<file path="config.mk">
export PLATFORM = sky130hd
export DESIGN_NAME = ptb_acq_ctrl_flat
export DESIGN_NICKNAME = d
export VERILOG_FILES = /design/src/rtl/ptb_ctrl_pkg.sv /design/src/rtl/ptb_acq_ctrl_if.sv /design/src/rtl/sat_counter.sv /design/src/rtl/ptb_acq_ctrl.sv /design/src/flat_wrapper.sv
export SDC_FILE = /design/constraint.sdc
export NUM_CORES = 1
export LEC_CHECK = 0
export BUFFER_PORTS_ARGS = -buffer_cell sky130_fd_sc_hd__clkbuf_2
export CORE_MARGIN = 2
export CORE_UTILIZATION = 52
export CTS_BUF_LIST = sky130_fd_sc_hd__clkbuf_8
export DETAILED_ROUTE_END_ITERATION = 8
export PLACE_DENSITY = 0.9
export REMOVE_ABC_BUFFERS = 1
export SKIP_LAST_GASP = 1
export SLEW_MARGIN = 20
export SYNTH_ARGS = -nofsm -noshare
export SYNTH_HDL_FRONTEND = slang
export SYNTH_SLANG_ARGS = --single-unit
</file>
<file path="constraint.sdc">
create_clock -name clk -period 2.43 [get_ports clk]
set_input_delay 0.243 -clock clk [delete_from_list [all_inputs] [get_ports clk]]
set_output_delay 0.243 -clock clk [all_outputs]
set_load 0.1 [all_outputs]
</file>
<file path="src/rtl/ptb_ctrl_pkg.sv">
// Shared types and constants for the pretrigger-buffer acquisition controller.
package ptb_ctrl_pkg;

    typedef enum logic [1:0] {
        ST_IDLE   = 2'd0,
        ST_SETTLE = 2'd1,
        ST_ARMED  = 2'd2,
        ST_RECORD = 2'd3
    } acq_state_e;

    localparam int SETTLE_MIN_CYC = 2;
    localparam int DROP_CNT_WIDTH = 16;

    // Wide enough for pre + post + 1 at their maximum values without wrapping.
    function automatic int rec_len_width(input int pre_w, input int post_w);
        return pre_w + post_w + 1;
    endfunction

endpackage

</file>
<file path="src/rtl/ptb_acq_ctrl_if.sv">
// PTB-side and waveform-FIFO-side signals of the acquisition controller.
// wr_en is a push-only strobe with no ready: the FIFO takes every word, and
// fifo_afull is consulted only at trigger time to guarantee room for a full record.
interface ptb_acq_ctrl_if #(
    parameter int DATA_W = 22,
    parameter int LTC_W  = 48,
    parameter int PRE_W  = 5
);
    logic              ptb_rdy;
    logic [DATA_W-1:0] ptb_data;
    logic [PRE_W-1:0]  ptb_size_config;
    logic              fifo_afull;
    logic              wr_en;
    logic [DATA_W-1:0] wr_data;
    logic              wr_last;
    logic              hdr_valid;
    logic [LTC_W-1:0]  hdr_ltc;

    modport master (
        input  ptb_rdy, ptb_data, fifo_afull,
        output ptb_size_config, wr_en, wr_data, wr_last, hdr_valid, hdr_ltc
    );

    modport slave (
        output ptb_rdy, ptb_data, fifo_afull,
        input  ptb_size_config, wr_en, wr_data, wr_last, hdr_valid, hdr_ltc
    );
endinterface

</file>
<file path="src/rtl/sat_counter.sv">
// Saturating up-counter with optional synchronous load and async active-low clear.
module sat_counter #(
    parameter int WIDTH = 16
) (
    input  logic             clk,
    input  logic             rst_n,
    input  logic             inc,
    input  logic             load,
    input  logic [WIDTH-1:0] load_val,
    output logic [WIDTH-1:0] cnt
);

    logic [WIDTH-1:0] cnt_q, cnt_d;

    always_comb begin
        cnt_d = cnt_q;
        if (load) begin
            cnt_d = load_val;
        end else if (inc && (cnt_q != {WIDTH{1'b1}})) begin
            cnt_d = cnt_q + WIDTH'(1);
        end
    end

    always_ff @(posedge clk or negedge rst_n) begin
        if (!rst_n) begin
            cnt_q <= '0;
        end else begin
            cnt_q <= cnt_d;
        end
    end

    assign cnt = cnt_q;

endmodule

</file>
<file path="src/rtl/ptb_acq_ctrl.sv">
// Sequences one pretrigger buffer: latch config, settle, arm, capture a
// fixed-length record on trigger and push it into the waveform FIFO.
module ptb_acq_ctrl
    import ptb_ctrl_pkg::*;
#(
    parameter int P_PRE_CONF_WIDTH  = 5,
    parameter int P_POST_CONF_WIDTH = 8,
    parameter int P_DATA_WIDTH      = 22,
    parameter int P_LTC_WIDTH       = 48,
    parameter int P_PRE_DEFAULT     = 4
) (
    input  logic                         clk,
    input  logic                         rst_n,
    input  logic                         arm,
    input  logic                         disarm,
    input  logic                         cont_mode,
    input  logic [P_PRE_CONF_WIDTH-1:0]  pre_conf_in,
    input  logic [P_POST_CONF_WIDTH-1:0] post_conf_in,
    input  logic                         trig_in,
    input  logic [P_LTC_WIDTH-1:0]       ltc_in,
    ptb_acq_ctrl_if.master               bus,
    output logic                         armed,
    output logic                         busy,
    output logic [DROP_CNT_WIDTH-1:0]    drop_cnt,
    output acq_state_e                   dbg_state
);

    localparam int REC_W    = rec_len_width(P_PRE_CONF_WIDTH, P_POST_CONF_WIDTH);
    localparam int SETTLE_W = $clog2(SETTLE_MIN_CYC + 1);

    acq_state_e                   state_q, state_d;
    logic [P_PRE_CONF_WIDTH-1:0]  pre_q, pre_d;
    logic [P_POST_CONF_WIDTH-1:0] post_q, post_d;
    logic [SETTLE_W-1:0]          settle_q, settle_d;
    logic [REC_W-1:0]             rec_cnt_q, rec_cnt_d;
    logic                         pend_q, pend_d;
    logic                         wr_en_q, wr_en_d;
    logic                         wr_last_q, wr_last_d;
    logic                         hdr_valid_q, hdr_valid_d;
    logic [P_DATA_WIDTH-1:0]      wr_data_q, wr_data_d;
    logic [P_LTC_WIDTH-1:0]       hdr_ltc_q, hdr_ltc_d;
    logic                         armed_q, armed_d;
    logic                         busy_q, busy_d;
    logic                         drop_inc;

    always_comb begin
        state_d     = state_q;
        pre_d       = pre_q;
        post_d      = post_q;
        settle_d    = settle_q;
        rec_cnt_d   = rec_cnt_q;
        pend_d      = pend_q;
        wr_en_d     = 1'b0;
        wr_last_d   = 1'b0;
        hdr_valid_d = 1'b0;
        wr_data_d   = wr_data_q;
        hdr_ltc_d   = hdr_ltc_q;
        drop_inc    = 1'b0;

        case (state_q)
            ST_IDLE: begin
                if (arm && !disarm) begin
                    pre_d    = pre_conf_in;
                    post_d   = post_conf_in;
                    settle_d = SETTLE_W'(SETTLE_MIN_CYC);
                    state_d  = ST_SETTLE;
                end
            end
            ST_SETTLE: begin
                // PTB ready drops after a config change, so ignore it until the minimum wait has elapsed.
                if (disarm) begin
                    state_d = ST_IDLE;
                end else if (settle_q != '0) begin
                    settle_d = settle_q - SETTLE_W'(1);
                end else if (bus.ptb_rdy) begin
                    state_d = ST_ARMED;
                end
            end
            ST_ARMED: begin
                if (disarm) begin
                    state_d = ST_IDLE;
                end else if (!bus.ptb_rdy) begin
                    settle_d = SETTLE_W'(SETTLE_MIN_CYC);
                    state_d  = ST_SETTLE;
                end else if (trig_in) begin
                    if (bus.fifo_afull) begin
                        drop_inc = 1'b1;
                    end else begin
                        // First word goes out now; the counter holds the L-1 words still to come.
                        state_d     = ST_RECORD;
                        hdr_ltc_d   = ltc_in;
                        rec_cnt_d   = REC_W'(pre_q) + REC_W'(post_q);
                        wr_en_d     = 1'b1;
                        hdr_valid_d = 1'b1;
                        wr_data_d   = bus.ptb_data;
                        wr_last_d   = (pre_q == '0) && (post_q == '0);
                        pend_d      = 1'b0;
                    end
                end
            end
            ST_RECORD: begin
                if (disarm) begin
                    pend_d = 1'b1;
                end
                if (rec_cnt_q != '0) begin
                    wr_en_d   = 1'b1;
                    wr_data_d = bus.ptb_data;
                    wr_last_d = (rec_cnt_q == REC_W'(1));
                    rec_cnt_d = rec_cnt_q - REC_W'(1);
                end else begin
                    pend_d  = 1'b0;
                    state_d = (cont_mode && !pend_q && !disarm) ? ST_ARMED : ST_IDLE;
                end
            end
            default: state_d = ST_IDLE;
        endcase

        armed_d = (state_d == ST_ARMED);
        busy_d  = (state_d == ST_SETTLE) || (state_d == ST_RECORD);
    end

    always_ff @(posedge clk or negedge rst_n) begin
        if (!rst_n) begin
            state_q     <= ST_IDLE;
            pre_q       <= P_PRE_CONF_WIDTH'(P_PRE_DEFAULT);
            post_q      <= '0;
            settle_q    <= '0;
            rec_cnt_q   <= '0;
            pend_q      <= 1'b0;
            wr_en_q     <= 1'b0;
            wr_last_q   <= 1'b0;
            hdr_valid_q <= 1'b0;
            wr_data_q   <= '0;
            hdr_ltc_q   <= '0;
            armed_q     <= 1'b0;
            busy_q      <= 1'b0;
        end else begin
            state_q     <= state_d;
            pre_q       <= pre_d;
            post_q      <= post_d;
            settle_q    <= settle_d;
            rec_cnt_q   <= rec_cnt_d;
            pend_q      <= pend_d;
            wr_en_q     <= wr_en_d;
            wr_last_q   <= wr_last_d;
            hdr_valid_q <= hdr_valid_d;
            wr_data_q   <= wr_data_d;
            hdr_ltc_q   <= hdr_ltc_d;
            armed_q     <= armed_d;
            busy_q      <= busy_d;
        end
    end

    sat_counter #(
        .WIDTH (DROP_CNT_WIDTH)
    ) u_drop_cnt (
        .clk      (clk),
        .rst_n    (rst_n),
        .inc      (drop_inc),
        .load     (1'b0),
        .load_val ({DROP_CNT_WIDTH{1'b0}}),
        .cnt      (drop_cnt)
    );

    assign bus.ptb_size_config = pre_q;
    assign bus.wr_en           = wr_en_q;
    assign bus.wr_data         = wr_data_q;
    assign bus.wr_last         = wr_last_q;
    assign bus.hdr_valid       = hdr_valid_q;
    assign bus.hdr_ltc         = hdr_ltc_q;
    assign armed               = armed_q;
    assign busy                = busy_q;
    assign dbg_state           = state_q;

endmodule

</file>
<file path="src/flat_wrapper.sv">
// flat-port wrapper written by rule: the top's interface ports become plain ports
module ptb_acq_ctrl_flat import ptb_ctrl_pkg::*;
#(
    parameter int P_PRE_CONF_WIDTH  = 5,
    parameter int P_POST_CONF_WIDTH = 8,
    parameter int P_DATA_WIDTH      = 22,
    parameter int P_LTC_WIDTH       = 48,
    parameter int P_PRE_DEFAULT     = 4
)
  (clk, rst_n, arm, disarm, cont_mode, pre_conf_in, post_conf_in, trig_in, ltc_in, armed, busy, drop_cnt, dbg_state, bus_ptb_rdy, bus_ptb_data, bus_fifo_afull, bus_ptb_size_config, bus_wr_en, bus_wr_data, bus_wr_last, bus_hdr_valid, bus_hdr_ltc);
  ptb_acq_ctrl_if #(.DATA_W((22)), .LTC_W((48)), .PRE_W((5))) bus_i ();
  input  logic clk;
  input  logic rst_n;
  input  logic arm;
  input  logic disarm;
  input  logic cont_mode;
  input  logic [P_PRE_CONF_WIDTH-1:0] pre_conf_in;
  input  logic [P_POST_CONF_WIDTH-1:0] post_conf_in;
  input  logic trig_in;
  input  logic [P_LTC_WIDTH-1:0] ltc_in;
  output logic armed;
  output logic busy;
  output logic [DROP_CNT_WIDTH-1:0] drop_cnt;
  output acq_state_e dbg_state;
  input wire logic [$bits(bus_i.ptb_rdy)-1:0] bus_ptb_rdy;
  input wire logic [$bits(bus_i.ptb_data)-1:0] bus_ptb_data;
  input wire logic [$bits(bus_i.fifo_afull)-1:0] bus_fifo_afull;
  output wire logic [$bits(bus_i.ptb_size_config)-1:0] bus_ptb_size_config;
  output wire logic [$bits(bus_i.wr_en)-1:0] bus_wr_en;
  output wire logic [$bits(bus_i.wr_data)-1:0] bus_wr_data;
  output wire logic [$bits(bus_i.wr_last)-1:0] bus_wr_last;
  output wire logic [$bits(bus_i.hdr_valid)-1:0] bus_hdr_valid;
  output wire logic [$bits(bus_i.hdr_ltc)-1:0] bus_hdr_ltc;
  assign bus_i.ptb_rdy = bus_ptb_rdy;
  assign bus_i.ptb_data = bus_ptb_data;
  assign bus_i.fifo_afull = bus_fifo_afull;
  assign bus_ptb_size_config = bus_i.ptb_size_config;
  assign bus_wr_en = bus_i.wr_en;
  assign bus_wr_data = bus_i.wr_data;
  assign bus_wr_last = bus_i.wr_last;
  assign bus_hdr_valid = bus_i.hdr_valid;
  assign bus_hdr_ltc = bus_i.hdr_ltc;
  ptb_acq_ctrl #(.P_PRE_CONF_WIDTH(P_PRE_CONF_WIDTH), .P_POST_CONF_WIDTH(P_POST_CONF_WIDTH), .P_DATA_WIDTH(P_DATA_WIDTH), .P_LTC_WIDTH(P_LTC_WIDTH), .P_PRE_DEFAULT(P_PRE_DEFAULT)) u_core (.clk(clk), .rst_n(rst_n), .arm(arm), .disarm(disarm), .cont_mode(cont_mode), .pre_conf_in(pre_conf_in), .post_conf_in(post_conf_in), .trig_in(trig_in), .ltc_in(ltc_in), .bus(bus_i), .armed(armed), .busy(busy), .drop_cnt(drop_cnt), .dbg_state(dbg_state));
endmodule
</file>
**After elaboration in Yosys (flattened, before gate mapping)**

Index checks and enable logic that the tools add are counted.

- Register bits after elaboration: 123
- Bits of input ports: 91
- Output and inout port bits: 98
- Word-level logic and storage cells: 112

- Add/sub/neg operators: 4
- Equality and inequality tests: 18
- Mux-type cells: 54
- Bitwise operators: 2
- Reduce and logical (&&, ||, !) cells: 20

Operators by type and width:

| kind | count |
|---|---|
| $mux 22 | 5 |
| $mux 14 | 5 |
| $pmux 22 s2 | 1 |
| $mux 2 | 15 |
| $pmux 14 s2 | 1 |
| $mux 1 | 22 |
| $reduce_and 6->1 | 3 |
| $add 16x1->16 const B | 1 |
| $ne 16x16->1 const B | 1 |
| $eq 14x1->1 const B | 1 |
| $reduce_bool 14->1 | 1 |
| $sub 14x1->14 const B | 1 |
| $ne 2x2->1 const B | 6 |
| $add 5x8->9 | 1 |
| $eq 2x2->1 const B | 4 |
| $logic_not 8->1 | 1 |
| $pmux 2 s4 | 1 |
| $ne 2x1->1 const B | 3 |
| $pmux 1 s2 | 3 |
| $pmux 2 s3 | 1 |
| $logic_and 1x1->1 | 5 |
| $logic_not 5->1 | 1 |
| $reduce_and 5->1 | 1 |
| $eq 2x1->1 const B | 2 |
| other kinds (9) | 12 |

**Logic depth before layout (Yosys ltp)**

- Depth after elaboration: 8
- Depth in mapped cells: 8
- Mapped depth without buffers: 7

**Cells and area by module**

From an unflattened synthesis, not the netlist that was laid out.

- Cell total of the unflattened synthesis: 643
- Area total of the unflattened synthesis: 5936.9 um2

By module, submodules not included:

| module | times used | cells an instance | area an instance (um2) | seq. area each (um2) |
|---|---|---|---|---|
| ptb_acq_ctrl | 1 | 519 | 4824.6 | 2678.8 |
| sat_counter | 1 | 124 | 1112.3 | 400.4 |

**Worst setup path after synthesis**

OpenSTA, ideal clock, no wires.

- Kind: flip-flop to flip-flop
- Start: register u_core.pre_q[0] (netlist: u_core.bus.ptb_size_config[0])
- End: register u_core.rec_cnt_q[4]
- Library setup time: 0.121 ns
- Arrival: 2.428 ns
- Required time: 2.309 ns
- Path slack: -0.119 ns
- Cell stages (with the launch flop): 8
- Buffers on the path: 0
- Period minus slack after synthesis: 2.549 ns
- Cells stage by stage: dfrtp_1 > ha_1 > fa_1 > a211oi_1 > o21bai_1 > nor3b_1 > o21a_1 > o22a_1

- Word-level cells in the longest chain between the ends: 6

Ends and longest elaborated chain:

| item | RTL line | text |
|---|---|---|
| start: declaration | ptb_acq_ctrl.sv:32 | `logic [P_PRE_CONF_WIDTH-1:0] pre_q, pre_d;` |
| start signal: assignment | ptb_acq_ctrl.sv:125 | `pre_q <= P_PRE_CONF_WIDTH'(P_PRE_DEFAULT);` |
| start signal: assignment | ptb_acq_ctrl.sv:139 | `pre_q <= pre_d;` |
| $add 5x8->9 | ptb_acq_ctrl.sv:92 | `rec_cnt_d = REC_W'(pre_q) + REC_W'(post_q);` |
| $mux 14 | ptb_acq_ctrl.sv:86 | `if (bus.fifo_afull) begin` |
| $mux 14 | ptb_acq_ctrl.sv:85 | `end else if (trig_in) begin` |
| $mux 14 | ptb_acq_ctrl.sv:82 | `end else if (!bus.ptb_rdy) begin` |
| $mux 14 | ptb_acq_ctrl.sv:80 | `if (disarm) begin` |
| $pmux 14 s2 | ptb_acq_ctrl.sv:60 | `case (state_q)` |
| end signal: assignment | ptb_acq_ctrl.sv:142 | `rec_cnt_q <= rec_cnt_d;` |
| end: declaration | ptb_acq_ctrl.sv:35 | `logic [REC_W-1:0] rec_cnt_q, rec_cnt_d;` |

Every way passes these cells. The select of a mux whose other input is x is not followed.
A chain may end at the register's enable or synchronous reset.

**Worst setup path after layout**

- Start: register u_core.rec_cnt_q[0]
- End: register u_core.wr_data_q[9] (netlist: u_core.bus.wr_data[9])

- Word-level cells in the longest chain between the ends: 3

Ends and longest elaborated chain:

| item | RTL line | text |
|---|---|---|
| $reduce_bool 14->1 | ptb_acq_ctrl.sv:105 | `if (rec_cnt_q != '0) begin` |
| $ne 2x1->1 (no source line) | -- |  |
| $reduce_and 6->1 (no source line) | -- |  |
| end signal: assignment | ptb_acq_ctrl.sv:147 | `wr_data_q <= wr_data_d;` |
| end: declaration | ptb_acq_ctrl.sv:40 | `logic [P_DATA_WIDTH-1:0] wr_data_q, wr_data_d;` |

Every way passes these cells.

==> run_results.csv <==
group,metric,value,unit
synth,async_flop_share,1.00,
synth,netlist_top_cells_count,"nand2_1, dfrtp_1, nor2_1",
finish,multi_input_area,2310,um2
global_route,gr-total-overflow,0,
clocking,cts_buffer_depth,2,
die,start_util,0.534,
synth,ys_warn_count,0,
drt,vias,4805,
critical_path,critPathArrivalTime,2580,ps
timing,worst_pin_slew,602,ps
die,fp-row-count,37,
critical_path,r2r_start,"u_core.rec_cnt_q[0]",
clocking,cts-root-buf,"clkbuf_8",
timing,final_hold_viol_count,0,
timing,max_freq,0.440,GHz
synth,syn_area,5490,um2
synth,yosys.area.top_type,"dfrtp_1",
critical_path,start_kind,"register",
timing,slew_headroom,0.598,
clocking,cts_tree,"yes",
die,ioPinCount,189,
clocking,cts_num_sinks,122,
timing,fin_skew,9.33,ps
drt,vias_per_cell,5.36,
global_route,grt_pass1_vias,4876,
global_route,grtUsageTotal,0.269,
synth,synth.top_cell.area_share,0.552,
global_route,grt_pass1_wl,23.8,mm
placement,hpwl,10.3,mm
drt,drt.antenna.violating_nets,0,
timing,period_share,0.934,
critical_path,worstPathMaxFanout,23,
clocking,worstSkewPairLatency,420,ps
global_route,grtUsageMet3,0.0778,
finish,fillers,703,
timing,drv_slew,0,
synth,ys_ff_latch,122,
critical_path,cp.required,2740,ps
power,powerDensity,629,nW/um2
drt,drcViolationCount,0,
critical_path,startpoint,"u_core.rec_cnt_q[0]",
job,cap_violations,0,
finish,final_nets,849,
timing,fin_crit,2270,ps
synth,synth_cells,525,
finish,synthToLayoutAreaGrowth,34.1,%
clocking,htreeDepth,4,
drt,wl_per_cell,16.5,um
power,total_power,4.63,mW
drt,drt_pass1_iterations,5,
timing,worst_slack,160,ps
placement,pre_cts_ws,200,ps
synth,yosys-top-cells-area,"dfrtp_1, nand2_1, mux2_4, mux2_2, xnor2_1",
global_route,antenna_found_initial,0,
hold_path,holdCritStartpoint,"ltc_in[4]",
finish,drive_gt1_frac,0.363,
clocking,cts.clk_slew.worst_paths,70,ps
drt,drt_first_iter_violations,385,
die,dieArea,11400,um2
synth,synth_enable_flop_cells,0,
placement,portBuffers,188,
global_route,gr-usage-met2,0.463,
power,ir_worst_vdd,0.400,mV
synth,synth_most_common_cell,"nand2_1",
global_route,top_usage_layer,"met2",
synth,synth_ff_type,"dfrtp_1",
placement,place_congestion,0.895,
synth,syn_avg_cell_area,10.5,um2
run_status,outcome,"finished, final reports clean",
clocking,cts_inserted_buffers,17,
power,leakagePower,3.96,nW
finish,regArea,3050,um2
timing,rsz0062_at_grt,"false",
synth,yosysSeqAreaShare,0.556,
finish,diodes,0,
timing,finalSetupViolCount,0,
drt,drt_wl_total,14.8,mm
die,core_area,10300,um2
hold_path,hold_path_class,"primary input to register",
synth,ys_types,55,
critical_path,crit_type,"register to register",
global_route,grt_max_degree,59,
die,die_x,107,um
critical_path,critPathCaptureType,"register",
finish,utilization,0.716,
die,fp.dieH,107,um
global_route,grtUsageMet1,0.317,
state kept, by name, indices dropped and copies added, names as in the netlist, 2 cells and up:
name                        flops
u_core.bus.hdr_ltc             48
u_core.bus.ptb_size_config      5
u_core.bus.wr_data             22
u_core.dbg_state                2
u_core.post_q                   8
u_core.rec_cnt_q               14
u_core.settle_q                 2
u_core.u_drop_cnt.cnt          16
area by class of cell:
cell class	instances	area share
sequential	122	0.415
multi-input combinational	373	0.314
timing repair buffer	225	0.180
clock buffer	20	0.0374
clock inverter	12	0.0265
tap	136	0.0231
inverter	9	0.00459
repair_timing:
item	CTS	global route
buffers inserted	0	0
hold buffers	25	0
endpoints found under the hold margin	67	0
resized for setup	0	0
worst max-delay path: stages, from the launching register on:
cell and delay [ps]:
dfrtp_1 410, inv_1 110, ha_1 220, or4b_1 500
nor4_4 230, o21ai_4 150, buf_12 200, mux2_4 310
power breakdown:
group,internal (mW),switching (mW)
logic,0.141,0.275
clock network,1.30,0.827
registers,2.06,0.0247
cell families after synthesis:
group	after synthesis	synth area share
DFF	122	0.556
AOI/OAI and AO/OA	53	0.0663
muxes	37	0.0894
adders and majority gates	10	0.0242
buffers and inverters	30	0.0242
and+or+nand+nor	251	0.204
xor gates and xnor gates	22	0.0351
cell usage in the layout (no fill, tap or decap), types with 3 or more instances in the layout:
| master | Yosys | final |
|---|---|---|
| o22ai_1 | 3 | 3 |
| clkbuf_2 | 0 | 187 |
| nand3_1 | 10 | 10 |
| nor3_1 | 5 | 5 |
| clkbuf_8 | 0 | 20 |
| o211ai_1 | 5 | 5 |
| dlygate4sd3_1 | 0 | 25 |
| nor3b_1 | 4 | 4 |
| a211oi_1 | 4 | 4 |
| inv_1 | 9 | 10 |
| ha_1 | 9 | 9 |
| mux2_2 | 16 | 16 |
| or4_1 | 3 | 3 |
| and3_1 | 5 | 5 |
| mux2_4 | 20 | 20 |
| dfrtp_1 | 121 | 121 |
| o21ai_0 | 15 | 15 |
| bufinv_16 | 0 | 5 |
| nand2_1 | 162 | 162 |
| xnor2_1 | 14 | 14 |
| buf_12 | 0 | 3 |
| and2_1 | 3 | 3 |
| nand2b_1 | 5 | 5 |
| a21oi_1 | 9 | 9 |
| nand4_1 | 10 | 10 |
| nor4_1 | 4 | 4 |
| buf_4 | 1 | 10 |
| xor2_1 | 8 | 8 |
| nor2_1 | 28 | 28 |
worst paths after layout:
kind	cells after the start	slack, ps	end
setup / recovery	7	160	u_core.bus.wr_data[9]
min in group asynchronous	2	380	u_core.u_drop_cnt.cnt[8]
max in group asynchronous	3	1280	u_core.bus.ptb_size_config[2]
hold / removal	3	30	u_core.bus.hdr_ltc[4]
hold reg to reg	2	480	u_core.bus.hdr_ltc[43]
setup reg to reg	7	160	u_core.bus.wr_data[9]
through the flow:
step	cells	TNS [ps]	hold slack [ps]	area (um2)
2_1_floorplan	504	-181740	-52.6	5390
3_3_place_gp	840	0	274	6640
3_5_place_dp	840	0	285	6640
4_1_cts	897	0	0.701	7360
5_1_grt	897	0	5.36	7360
6_report	897	0	28.0	7360
metal layers:
layer | wire (um) | share of wire
met5 | 0 | 0
met1 | 5730 | 0.39
met3 | 1010 | 0.068
met2 | 7700 | 0.52
met4 | 342 | 0.023
Note: power is estimated with default switching activity, not from simulation.
